==> config.mk <==
export PLATFORM = sky130hd
export DESIGN_NAME = sdc_wb_slave_regs
export DESIGN_NICKNAME = d
export VERILOG_FILES = /design/src/rtl/sdc_regs_pkg.sv /design/src/rtl/sdc_evt_reg.sv /design/src/rtl/sdc_wb_slave_regs.sv
export SDC_FILE = /design/constraint.sdc
export NUM_CORES = 1
export LEC_CHECK = 0
export ABC_AREA = 1
export CAP_MARGIN = 15
export CORE_UTILIZATION = 35
export CTS_BUF_LIST = sky130_fd_sc_hd__clkbuf_4
export CTS_CLUSTER_DIAMETER = 60
export DETAILED_ROUTE_END_ITERATION = 6
export PLACE_DENSITY = 0.61
export SETUP_SLACK_MARGIN = 0.2
export SYNTH_ARGS = -nofsm -noshare
export SYNTH_HDL_FRONTEND = slang
export SYNTH_HIERARCHICAL = 1
export SYNTH_SLANG_ARGS = --single-unit
==> constraint.sdc <==
create_clock -name wb_clk -period 9.74 [get_ports wb_clk]
set_input_delay 2.435 -clock wb_clk [delete_from_list [all_inputs] [get_ports wb_clk]]
set_output_delay 2.435 -clock wb_clk [all_outputs]
set_load 0.02 [all_outputs]
==> src/rtl/sdc_regs_pkg.sv <==
// rtl/sdc_regs_pkg.sv - SD controller register map, widths and event bit indices
// Shared by the Wishbone register slave and the bus master that programs it.
package sdc_regs_pkg;

    localparam logic [7:0] SDC_ADDR_ARGUMENT      = 8'h00;
    localparam logic [7:0] SDC_ADDR_COMMAND       = 8'h04;
    localparam logic [7:0] SDC_ADDR_RESP0         = 8'h08;
    localparam logic [7:0] SDC_ADDR_RESP1         = 8'h0C;
    localparam logic [7:0] SDC_ADDR_RESP2         = 8'h10;
    localparam logic [7:0] SDC_ADDR_RESP3         = 8'h14;
    localparam logic [7:0] SDC_ADDR_DATA_TIMEOUT  = 8'h18;
    localparam logic [7:0] SDC_ADDR_CONTROL       = 8'h1C;
    localparam logic [7:0] SDC_ADDR_CMD_TIMEOUT   = 8'h20;
    localparam logic [7:0] SDC_ADDR_CLK_DIV       = 8'h24;
    localparam logic [7:0] SDC_ADDR_RESET         = 8'h28;
    localparam logic [7:0] SDC_ADDR_VOLTAGE       = 8'h2C;
    localparam logic [7:0] SDC_ADDR_CAPABILITIES  = 8'h30;
    localparam logic [7:0] SDC_ADDR_CMD_EVT_STAT  = 8'h34;
    localparam logic [7:0] SDC_ADDR_CMD_EVT_EN    = 8'h38;
    localparam logic [7:0] SDC_ADDR_DATA_EVT_STAT = 8'h3C;
    localparam logic [7:0] SDC_ADDR_DATA_EVT_EN   = 8'h40;
    localparam logic [7:0] SDC_ADDR_BLK_SIZE      = 8'h44;
    localparam logic [7:0] SDC_ADDR_BLK_COUNT     = 8'h48;
    localparam logic [7:0] SDC_ADDR_XFER_ADDR     = 8'h60;

    localparam int SDC_CMD_W     = 14;
    localparam int SDC_TIMEOUT_W = 24;
    localparam int SDC_CLKDIV_W  = 8;
    localparam int SDC_EVT_W     = 5;
    localparam int SDC_BLKSIZE_W = 12;
    localparam int SDC_BLKCNT_W  = 16;

    localparam int SDC_EVT_CMD_DONE  = 0;
    localparam int SDC_EVT_CMD_ERR   = 1;
    localparam int SDC_EVT_CRC_ERR   = 2;
    localparam int SDC_EVT_INDEX_ERR = 3;
    localparam int SDC_EVT_TIMEOUT   = 4;

    // Byte-lane merge of a bus write into the current register contents.
    function automatic logic [31:0] sdc_merge(input logic [31:0] old,
                                              input logic [31:0] wdat,
                                              input logic [3:0]  sel);
        logic [31:0] res;
        for (int i = 0; i < 4; i++)
            res[8*i +: 8] = sel[i] ? wdat[8*i +: 8] : old[8*i +: 8];
        return res;
    endfunction

endpackage

==> src/rtl/sdc_evt_reg.sv <==
// rtl/sdc_evt_reg.sv - W1C event status, enable register and interrupt OR
// A set pulse beats a simultaneous write-1-to-clear on the same bit.
module sdc_evt_reg
    import sdc_regs_pkg::*;
(
    input  logic                 wb_clk,
    input  logic                 reset,
    input  logic [SDC_EVT_W-1:0] evt_set,
    input  logic                 status_we,
    input  logic [SDC_EVT_W-1:0] clr,
    input  logic                 enable_we,
    input  logic [SDC_EVT_W-1:0] enable_d,
    output logic [SDC_EVT_W-1:0] status,
    output logic [SDC_EVT_W-1:0] enable,
    output logic                 irq
);

    always_ff @(posedge wb_clk or posedge reset) begin
        if (reset) begin
            status <= '0;
            enable <= '0;
        end else begin
            status <= (status & ~(status_we ? clr : '0)) | evt_set;
            if (enable_we)
                enable <= enable_d;
        end
    end

    assign irq = |(status & enable);

endmodule

==> src/rtl/sdc_wb_slave_regs.sv <==
// rtl/sdc_wb_slave_regs.sv - Wishbone classic register slave for the SD controller
// Writes commit and read data is captured on the edge that raises wb_ack_o.
module sdc_wb_slave_regs
    import sdc_regs_pkg::*;
#(
    parameter logic [31:0] CAPABILITIES  = 32'h0000_0000,
    parameter logic [31:0] VOLTAGE       = 32'h0000_0CE4,
    parameter logic [11:0] BLKSIZE_RESET = 12'd511
) (
    input  logic                     wb_clk,
    input  logic                     reset,
    input  logic [7:0]               wb_adr_i,
    input  logic [31:0]              wb_dat_i,
    output logic [31:0]              wb_dat_o,
    input  logic [3:0]               wb_sel_i,
    input  logic                     wb_we_i,
    input  logic                     wb_cyc_i,
    input  logic                     wb_stb_i,
    output logic                     wb_ack_o,
    output logic [31:0]              argument_o,
    output logic [SDC_CMD_W-1:0]     command_o,
    input  logic [127:0]             resp_i,
    output logic [SDC_TIMEOUT_W-1:0] data_timeout_o,
    output logic                     bus_width_o,
    output logic [SDC_TIMEOUT_W-1:0] cmd_timeout_o,
    output logic [SDC_CLKDIV_W-1:0]  clk_div_o,
    output logic                     soft_rst_o,
    input  logic [SDC_EVT_W-1:0]     cmd_evt_set_i,
    input  logic [SDC_EVT_W-1:0]     data_evt_set_i,
    output logic                     int_cmd_o,
    output logic                     int_data_o,
    output logic [SDC_BLKSIZE_W-1:0] blk_size_o,
    output logic [SDC_BLKCNT_W-1:0]  blk_count_o,
    output logic [31:0]              xfer_addr_o,
    output logic                     cmd_start_o
);

    logic [7:0]           adr;
    logic                 ack_q;
    logic                 ack_next;
    logic                 commit;
    logic                 arg_wr_q;
    logic [31:0]          rd_mux;
    logic [SDC_EVT_W-1:0] cmd_status, cmd_enable, data_status, data_enable;
    logic [SDC_EVT_W-1:0] w1c_bits;
    logic                 unused_adr;

    assign adr        = {wb_adr_i[7:2], 2'b00};
    assign unused_adr = ^wb_adr_i[1:0];

    // Gating with cyc&stb lets ack vanish at once if the master abandons the cycle.
    assign wb_ack_o = ack_q & wb_cyc_i & wb_stb_i;
    assign ack_next = wb_cyc_i & wb_stb_i & ~wb_ack_o;
    assign commit   = ack_next & wb_we_i;
    assign w1c_bits = wb_dat_i[SDC_EVT_W-1:0] & {SDC_EVT_W{wb_sel_i[0]}};

    always_comb begin
        rd_mux = '0;
        case (adr)
            SDC_ADDR_ARGUMENT:      rd_mux = argument_o;
            SDC_ADDR_COMMAND:       rd_mux = 32'(command_o);
            SDC_ADDR_RESP0:         rd_mux = resp_i[31:0];
            SDC_ADDR_RESP1:         rd_mux = resp_i[63:32];
            SDC_ADDR_RESP2:         rd_mux = resp_i[95:64];
            SDC_ADDR_RESP3:         rd_mux = resp_i[127:96];
            SDC_ADDR_DATA_TIMEOUT:  rd_mux = 32'(data_timeout_o);
            SDC_ADDR_CONTROL:       rd_mux = 32'(bus_width_o);
            SDC_ADDR_CMD_TIMEOUT:   rd_mux = 32'(cmd_timeout_o);
            SDC_ADDR_CLK_DIV:       rd_mux = 32'(clk_div_o);
            SDC_ADDR_RESET:         rd_mux = 32'(soft_rst_o);
            SDC_ADDR_VOLTAGE:       rd_mux = VOLTAGE;
            SDC_ADDR_CAPABILITIES:  rd_mux = CAPABILITIES;
            SDC_ADDR_CMD_EVT_STAT:  rd_mux = 32'(cmd_status);
            SDC_ADDR_CMD_EVT_EN:    rd_mux = 32'(cmd_enable);
            SDC_ADDR_DATA_EVT_STAT: rd_mux = 32'(data_status);
            SDC_ADDR_DATA_EVT_EN:   rd_mux = 32'(data_enable);
            SDC_ADDR_BLK_SIZE:      rd_mux = 32'(blk_size_o);
            SDC_ADDR_BLK_COUNT:     rd_mux = 32'(blk_count_o);
            SDC_ADDR_XFER_ADDR:     rd_mux = xfer_addr_o;
            default:                rd_mux = '0;
        endcase
    end

    always_ff @(posedge wb_clk or posedge reset) begin
        if (reset) begin
            ack_q          <= 1'b0;
            wb_dat_o       <= '0;
            arg_wr_q       <= 1'b0;
            cmd_start_o    <= 1'b0;
            argument_o     <= '0;
            command_o      <= '0;
            data_timeout_o <= '0;
            bus_width_o    <= 1'b0;
            cmd_timeout_o  <= '0;
            clk_div_o      <= '0;
            soft_rst_o     <= 1'b0;
            blk_size_o     <= BLKSIZE_RESET;
            blk_count_o    <= '0;
            xfer_addr_o    <= '0;
        end else begin
            ack_q <= ack_next;
            if (ack_next)
                wb_dat_o <= rd_mux;
            // Start strobe lands one cycle behind the argument write's ack.
            arg_wr_q    <= commit && (adr == SDC_ADDR_ARGUMENT);
            cmd_start_o <= arg_wr_q;
            if (commit) begin
                case (adr)
                    SDC_ADDR_ARGUMENT:
                        argument_o <= sdc_merge(argument_o, wb_dat_i, wb_sel_i);
                    SDC_ADDR_COMMAND:
                        command_o <= SDC_CMD_W'(sdc_merge(32'(command_o), wb_dat_i, wb_sel_i));
                    SDC_ADDR_DATA_TIMEOUT:
                        data_timeout_o <= SDC_TIMEOUT_W'(sdc_merge(32'(data_timeout_o), wb_dat_i, wb_sel_i));
                    SDC_ADDR_CONTROL:
                        bus_width_o <= wb_sel_i[0] ? wb_dat_i[0] : bus_width_o;
                    SDC_ADDR_CMD_TIMEOUT:
                        cmd_timeout_o <= SDC_TIMEOUT_W'(sdc_merge(32'(cmd_timeout_o), wb_dat_i, wb_sel_i));
                    SDC_ADDR_CLK_DIV:
                        clk_div_o <= wb_sel_i[0] ? wb_dat_i[7:0] : clk_div_o;
                    SDC_ADDR_RESET:
                        soft_rst_o <= wb_sel_i[0] ? wb_dat_i[0] : soft_rst_o;
                    SDC_ADDR_BLK_SIZE:
                        blk_size_o <= SDC_BLKSIZE_W'(sdc_merge(32'(blk_size_o), wb_dat_i, wb_sel_i));
                    SDC_ADDR_BLK_COUNT:
                        blk_count_o <= SDC_BLKCNT_W'(sdc_merge(32'(blk_count_o), wb_dat_i, wb_sel_i));
                    SDC_ADDR_XFER_ADDR:
                        xfer_addr_o <= sdc_merge(xfer_addr_o, wb_dat_i, wb_sel_i);
                    default: ;
                endcase
            end
        end
    end

    sdc_evt_reg u_cmd_evt (
        .wb_clk    (wb_clk),
        .reset     (reset),
        .evt_set   (cmd_evt_set_i),
        .status_we (commit && (adr == SDC_ADDR_CMD_EVT_STAT)),
        .clr       (w1c_bits),
        .enable_we (commit && (adr == SDC_ADDR_CMD_EVT_EN) && wb_sel_i[0]),
        .enable_d  (wb_dat_i[SDC_EVT_W-1:0]),
        .status    (cmd_status),
        .enable    (cmd_enable),
        .irq       (int_cmd_o)
    );

    sdc_evt_reg u_data_evt (
        .wb_clk    (wb_clk),
        .reset     (reset),
        .evt_set   (data_evt_set_i),
        .status_we (commit && (adr == SDC_ADDR_DATA_EVT_STAT)),
        .clr       (w1c_bits),
        .enable_we (commit && (adr == SDC_ADDR_DATA_EVT_EN) && wb_sel_i[0]),
        .enable_d  (wb_dat_i[SDC_EVT_W-1:0]),
        .status    (data_status),
        .enable    (data_enable),
        .irq       (int_data_o)
    );

endmodule
==> impl_metrics.json <==
{
  "outcome": "finished clean",
  "ys_warn_count": 6,
  "die_w_um": 176,
  "tightest_slew_ps": 1170,
  "path_clk_slew_ps": 60,
  "crit_path_max_incr_delay_ps": 600,
  "area_growth_pct": 46.9,
  "min_path_cells": 0,
  "ys_seq_area_share_pct": 51.6,
  "required_ps": 7310,
  "post_cts_resized": 0,
  "crit_fanout": 2,
  "cts_tree": "done",
  "clock_latency_ps": 660,
  "worst_hold_path_type": "reg2reg",
  "drt_wl_total_um": 43700,
  "ctsLongestPathBuffers": 3,
  "h-tree-depth": 3,
  "startpoint_type": "input port",
  "r2r_start": "ack_q$_DFF_PP0_",
  "cts_inserted_buffers": 66,
  "io_pins": 387,
  "die_y_um": 176,
  "synth_top_cell_by_area": "dfrtp_1",
  "peakVddDrop_v": 0.0000899,
  "antenna_found_initial": 2,
  "finalHoldViolCount": 0,
  "reg2reg_depth": 7,
  "cpMostUsedCell": "clkdlybuf4s50_1",
  "criticalPathCategory": "in2out",
  "final_core_util_pct": 52.4,
  "r2r_end": "u_cmd_evt/enable[4]$_DFFE_PP0P_",
  "rows": 63,
  "setup_viol": 0,
  "ant_nets": 0,
  "whs_endpoint": "cmd_start_o$_DFF_PP0_",
  "internal_power_uw": 1540,
  "cap_violations": 0,
  "vias": 11200,
  "post_synth.cell_area_avg_um2": 7.48,
  "place.detailed.hpwl_um": 31000,
  "cts_root_buf": "clkbuf_4",
  "grt_pass1_wl_um": 65600,
  "fin_crit_sh_pct": 62.9,
  "fin_skew_ps": 56.0,
  "seq_power_share_pct": 45.5,
  "synth-seq-cells": 219,
  "grt_max_degree": 134,
  "grt_pass1_vias": 11200,
  "swShare_pct": 26.8,
  "worstPathArrival_ps": 3690,
  "synth_top_area_share_pct": 49.4,
  "drive_gt1_share_pct": 8.11,
  "synthDistinctLibCells": 26,
  "p_per_area_nw_per_um2": 134,
  "design.core.area_um2": 29800,
  "netSwitchingPower_uw": 562,
  "fin_setup_tns_ps": 0,
  "cellLeakagePower_uw": 0.00726,
  "first_iter_violations": 620,
  "wire_per_inst_um": 19.3,
  "crit_path_cell_trace": "clkdlybuf4s50_1, nand2_1, nor2_1, clkdlybuf4s50_1",
  "end_kind": "output pin",
  "pwr-share-clk_pct": 42.7,
  "cts_sinks": 219,
  "overflow": 0,
  "clock.fmax_mhz": 163,
  "gp_congestion": 0.896,
  "via_per_inst": 4.94,
  "cp_slowest_cell": "clkdlybuf4s50_1",
  "syn_inst": 1422,
  "min_from": "arg_wr_q$_DFF_PP0_",
  "first_pass_iters": 5,
  "r2r_setup_slack_ps": 6960,
  "final_common_cell": "nand2_1",
  "rsz0062_at_grt": "false",
  "preCtsSetupSlack_ps": 3610,
  "layout_common_cells": "nand2_1 (616), clkdlybuf4s50_1 (384), dfrtp_1 (210)",
  "die_area_um2": 31100,
  "cts_setup_buffers": 0,
  "drc": 0,
  "post-route-min-period_ps": 6120,
  "ys_top_cells_by_area": "dfrtp_1 (49%), nand2_1 (22%), o21ai_0 (4.5%)",
  "portBuffers": 384,
  "setup_ws_ps": 3620,
  "slew-limit-headroom_pct": 21.6,
  "synth_nets": 1609,
  "ctsHoldBuffers": 0,
  "start_util_pct": 35.7,
  "nNetsFinal": 2013,
  "grtUsageTotal_pct": 28.1,
  "power.share.combinational_pct": 11.9,
  "netlist_area_um2": 10600,
  "slew_viol_final": 0
}
## synth_stat cells
library cell / number
buf_2: 19
o21ai_1: 91
a22o_1: 2
o21bai_1: 1
buf_1: 3
nand4_1: 32
dfstp_2: 9
inv_2: 7
a31oi_1: 1
nand2_2: 6
inv_1: 105
a21o_1: 10
buf_4: 8
a22oi_1: 9
nor3_1: 8
nor2_4: 6
a21oi_1: 21
dfrtp_1: 210
o21ai_0: 96
nor2_2: 8
nand3_1: 42
clkbuf_1: 24
clkinv_1: 1
nor2_1: 86
buf_6: 1
nand2_1: 616
## cell families (layout without fill, tap and decap cells)
group | Yosys count | count (layout) | share of synthesized area [%]
buffers and inverters | 168 | 620 | 6.50
AO/OA/AOI/OAI | 231 | 231 | 11.4
AND/OR/NAND/NOR | 804 | 804 | 30.5
other | 0 | 2 | 0
flip-flops | 219 | 219 | 51.6
## routing by layer
layer	track usage (%)	share of wire, %
met2	46.4	47
met1	35.3	41
met4	11.5	3.1
met5	0	0
met3	6.78	9.0
## sequential cells by signal, summed over array words and instances, names as in the netlist, 5 cells and up
signal,cells
cmd_timeout_o,24
data_timeout_o,24
clk_div_o,8
argument_o,32
u_data_evt/enable,5
u_cmd_evt/enable,5
blk_count_o,16
command_o,14
wb_dat_o,32
xfer_addr_o,32
u_cmd_evt/status,5
u_data_evt/status,5
blk_size_o,12
## area by class of cell
class                      instances  area [um2]
clock inverter                    19         104
antenna                            2        5.00
clock buffer                      97         728
multi-input combinational       1035        4480
tap                              390         488
timing repair buffer             391        3900
inverter                         113         432
fill                            2961       14200
sequential                       219        5490
## worst max path at each step
stage	from	to	slack (ps)	cells past startpoint
CTS	wb_cyc_i	wb_ack_o	3620	4
detailed placement	wb_cyc_i	wb_ack_o	3610	4
global route	wb_stb_i	wb_ack_o	3560	4
global placement	wb_cyc_i	wb_ack_o	3610	4
finish	wb_cyc_i	wb_ack_o	3620	4
floorplan	reset	ack_q$_DFF_PP0_	1890	1
## through the flow
step	total power (uW)	cells	area [um2]	hold WS [ps]
after floorplan	1060	1422	10600	331
after global placement	1220	2148	14800	337
after detailed placement	1220	2148	14800	336
after CTS	2130	2264	15600	339
after global routing	2200	2266	15600	334
final	2100	2266	15600	342
## power groups by stage
stage	Sequential, uW	Clock, uW	Combinational (uW)
2_1_floorplan	994	0	65.5
4_1_cts	955	919	252
5_1_grt	957	971	270
3_5_place_dp	971	0	251
6_report	955	896	250
3_3_place_gp	970	0	250
## worst max-delay path: cells and delay by family
| family | cells | cell delay (ps) |
|---|---|---|
| buffers and inverters | 2 | 1060 |
| AND/OR/NAND/NOR | 2 | 200 |
(Power assumes the default switching activity.)
